===== src/rtl/fifo_ctrl.sv =====
// fifo_ctrl: FWFT FIFO pointer/flag controller for a dual-port RAM; optional almost flags via FIFO_CTRL_ALMOST_FLAGS_EN
module fifo_ctrl #(
    parameter int addr_width = 2
) (
    input  logic                  clk,
    input  logic                  reset,
    input  logic                  wr,
    input  logic                  rd,
    output logic                  we,
    output logic [addr_width-1:0] addr_wr,
    output logic [addr_width-1:0] addr_rd,
    output logic                  full,
    output logic                  empty,
    output logic [addr_width:0]   count,
    output logic                  ovf,
`ifdef FIFO_CTRL_ALMOST_FLAGS_EN
    output logic                  almost_full,
    output logic                  almost_empty,
`endif
    output logic                  udf
);
    localparam logic [addr_width:0] depth = (addr_width+1)'(2**addr_width);
    logic                  wr_ok, rd_ok, wr_only, rd_only;
    logic [addr_width-1:0] addr_wr_nx, addr_rd_nx;
    logic [addr_width:0]   count_nx;
    assign wr_ok      = wr & ~full & ~reset;
    assign rd_ok      = rd & ~empty & ~reset;
    assign we         = wr_ok;
    assign wr_only    = wr_ok & ~rd_ok;
    assign rd_only    = rd_ok & ~wr_ok;
    assign addr_wr_nx = addr_wr + 1'b1;
    assign addr_rd_nx = addr_rd + 1'b1;
    assign count_nx   = wr_only ? count + 1'b1 : rd_only ? count - 1'b1 : count;
    always_ff @(posedge clk) begin
        if (reset) begin
            addr_wr <= '0;
            addr_rd <= '0;
            count   <= '0;
            empty   <= 1'b1;
            full    <= 1'b0;
            ovf     <= 1'b0;
            udf     <= 1'b0;
        end else begin
            ovf   <= ovf | (wr & full);
            udf   <= udf | (rd & empty);
            count <= count_nx;
            if (wr_ok) addr_wr <= addr_wr_nx;
            if (rd_ok) addr_rd <= addr_rd_nx;
            // flags only move when exactly one side is accepted
            if (wr_only) begin
                empty <= 1'b0;
                full  <= addr_wr_nx == addr_rd;
            end
            if (rd_only) begin
                full  <= 1'b0;
                empty <= addr_rd_nx == addr_wr;
            end
        end
    end
`ifdef FIFO_CTRL_ALMOST_FLAGS_EN
    always_ff @(posedge clk) begin
        if (reset) begin
            almost_full  <= 1'b0;
            almost_empty <= 1'b1;
        end else begin
            almost_full  <= count_nx >= depth - 1'b1;
            almost_empty <= count_nx <= 1;
        end
    end
`endif
endmodule


===== config.mk =====
export PLATFORM = sky130hd
export DESIGN_NAME = fifo_ctrl
export DESIGN_NICKNAME = d
export VERILOG_FILES = /design/src/rtl/fifo_ctrl.sv
export SDC_FILE = /design/constraint.sdc
export NUM_CORES = 1
export LEC_CHECK = 0
export BUFFER_PORTS_ARGS = -buffer_cell sky130_fd_sc_hd__buf_4
export CORE_AREA = 2 2 39 41
export DETAILED_ROUTE_END_ITERATION = 16
export DIE_AREA = 0 0 41 43
export GPL_TIMING_DRIVEN = 0
export PLACE_DENSITY = 0.64
export SLEW_MARGIN = 5
export SYNTH_ARGS = -nofsm -noshare
export SYNTH_HDL_FRONTEND = slang
export SYNTH_SLANG_ARGS = --single-unit

===== constraint.sdc =====
create_clock -name clk -period 2.7 [get_ports clk]
set_input_delay 0.135 -clock clk [delete_from_list [all_inputs] [get_ports clk]]
set_output_delay 0.135 -clock clk [all_outputs]
set_load 0.1 [all_outputs]

==> impl_metrics.yaml <==
timing:
  skew_ps: 5.48
  setup-violations-final: 0
  max_slew_margin_vs_limit_pct: 69.6
  worst_slew_pin_slew_ps: 457
  finalWorstSetupSlack_ps: 824
  highest_clock_rate_ghz: 0.533
  fin_crit_period_ps: 1880
  grt_setup_unrepaired: "no"
  layout_worst_path_cycle_share_pct: 69.5
  worst_hold_slack_ps: 85.3
  tns_ps: 0
  final_number_of_hold_violating_endpoints: 0
  final_max_slew_viol_count: 0
job:
  max-cap-violations: 0
status:
  run_status: "completed"
clock_tree:
  cts.hold.buffers_added: 0
  post_cts_sizing_count: 0
  tritoncts: "built"
  post-cts-setup-buffer-count: 0
  cts_max_path_buffers: 2
  cts.root.buffer_cell: "clkbuf_4"
  insertion_delay_ps: 270
  numCtsBuffers: 3
  h-tree-depth: 1
  clkSlewWorstSetupHoldPaths_ps: 70
  clock_sink_count: 11
grt:
  grt_max_degree: 11
  grt_overflow: 0
  gr-usage-all-layers_pct: 13.6
  grt_first_pass_wirelength_um: 1580
  grt_pass1_vias: 393
  antenna_found_initial: 0
critical_path:
  worst-path-max-fanout: 5
  timing.reg2reg.worst_path_depth: 7
  worstSetupEndpointType: "register"
  cp_data_arrival_time_ps: 2080
  critPathLaunchType: "register"
  critPathKind: "reg -> reg"
  worst_ep_required_time_ps: 2900
place:
  numPortBuffers: 15
  dp_slack_ps: 810
  place.gp.congestion: 0.736
  place_hpwl_um: 731
power_and_ir_drop:
  power.share.clock_pct: 23.1
  comb_power_share_pct: 38.1
  power.density_cell_area_nw_per_um2: 699
  p_leak_nw: 0.302
  p_sw_share_pct: 42.9
  irDropWorstVdd_mv: 0.449
  p_int_mw: 0.281
  seq_power_share_pct: 38.8
  net-switching-power_mw: 0.211
route:
  1st_pass_router_iterations: 4
  postRouteWirelength_um: 986
  via_per_inst: 4.72
  postRouteAntennaNets: 0
  wl_cell_um: 11.2
  drc_violations_left: 0
  first_iter_violations: 9
  dr_total_vias: 415
synth:
  synth.top_cells.by_area: "dfxtp_1 (43%), nor2_1 (7.3%), mux2i_1 (5.8%)"
  synth-seq-area-share_pct: 42.7
  synth.net_count: 60
  post_synthesis_area_per_instance_um2: 9.73
  ys_types: 20
  synth_area_leader_cell: "dfxtp_1"
  synth-warning-count: 0
  syn-instance-count: 53
  synth.ff_latch_count: 11
  synthesized_area_um2: 515
  synth_top_area_share_pct: 42.7
layout:
  fill_cells: 137
  number_of_nets_in_the_layout: 80
  final_layout_size_suffix_gt1_share_pct: 34.7
  syn_to_final_growth_pct: 36.7
  mostFrequentLayoutCell: "buf_4"
  diodes: 0
  most-common-layout-cells: "buf_4 (15), nor2_1 (10), dfxtp_1 (10)"
die:
  design.portCount: 16
  floorplan.die.height_um: 43
  starting_density_of_the_core_pct: 37.3
  placementRows: 14
  floorplan.die_area_um2: 1760
  dieWidth_um: 41
  floorplan.core_area_um2: 1380
min_path:
  hold_class: "in -> reg"
  hold_crit_depth: 2
[layout make-up]
| type | count | area [um2] | share of cell area (%) |
|---|---|---|---|
| multi-input cells | 38 | 307 | 43.5 |
| flip-flops and latches | 11 | 224 | 31.8 |
| repair buffers | 15 | 113 | 16.0 |
| clock buffers | 4 | 26.3 | 3.73 |
| well taps | 16 | 20.0 | 2.84 |
| inverters | 3 | 11.3 | 1.60 |
| plain buffers | 1 | 3.75 | 0.533 |
[worst max-delay path: stages, from the launching register on]
cell	delay [ps]
dfxtp_4	360
nor3b_4	280
ha_4	220
inv_2	40
fa_2	320
xor2_1	150
or3_1	300
a21oi_1	130
[flip-flops by register name (all words and copies together), names as in the netlist]
name     cells
udf          1
count        3
addr_wr      2
ovf          1
full         1
empty        1
addr_rd      2
[final timing paths]
check | from | to | slack (ps)
worst max-delay path | full | count[2] | 820
worst min-delay path | reset | full | 90
worst max register to register | full | count[2] | 820
worst min register to register | ovf | ovf | 470
[stage by stage]
stage               std cells  area (um2)  utilization (%)  total power [mW]
floorplan                  53         546                -             0.346
global placement           84         678             49.0             0.382
detailed placement         84         678             49.0             0.384
CTS                        88         704             50.9             0.500
global route               88         704             50.9             0.516
finish                     88         704             50.9             0.493
[power groups by stage]
stage | clock network, mW | logic (mW) | registers, mW
after floorplan | 0 | 0.0536 | 0.293
after global placement | 0 | 0.187 | 0.194
after detailed placement | 0 | 0.189 | 0.195
after CTS | 0.119 | 0.190 | 0.191
after global routing | 0.123 | 0.198 | 0.195
final | 0.114 | 0.188 | 0.191
[synth_stat cells]
master,number
nand3b_1,1
inv_1,3
xor2_2,1
or3_1,1
a21oi_1,4
ha_1,2
xor2_1,3
nand2_1,1
fa_1,1
xnor2_1,3
mux2i_1,3
nor3b_1,1
o21ai_0,2
nor2b_1,2
dfxtp_1,11
nor2_1,10
clkbuf_1,1
nor4bb_1,1
nand2b_1,1
a2111oi_2,1
[cells by family (layout without fill, tap and decap cells)]
kind of cell             count (synthesis)  in the layout  synth area share (%)
multiplexers                             3              3                  5.83
buffers and inverters                    4             23                  2.91
flip-flops                              11             11                  42.7
AO/OA/AOI/OAI                            7              7                  8.74
XOR/XNOR                                 7              7                  13.4
AND/OR/NAND/NOR                         18             18                  17.7
adder cells (fa/ha/maj)                  3              3                  8.74
[layer usage]
layer | up-vias | share of wire (%) | global-route usage (%)
met2 | 8 | 48 | 20.3
met1 | 193 | 45 | 16.1
met4 | 0 | 1.5 | 10.0
met3 | 2 | 4.8 | 3.14
met5 | - | 0 | 0
li1 | 212 | - | -
Power figures use the tool's default switching activity.
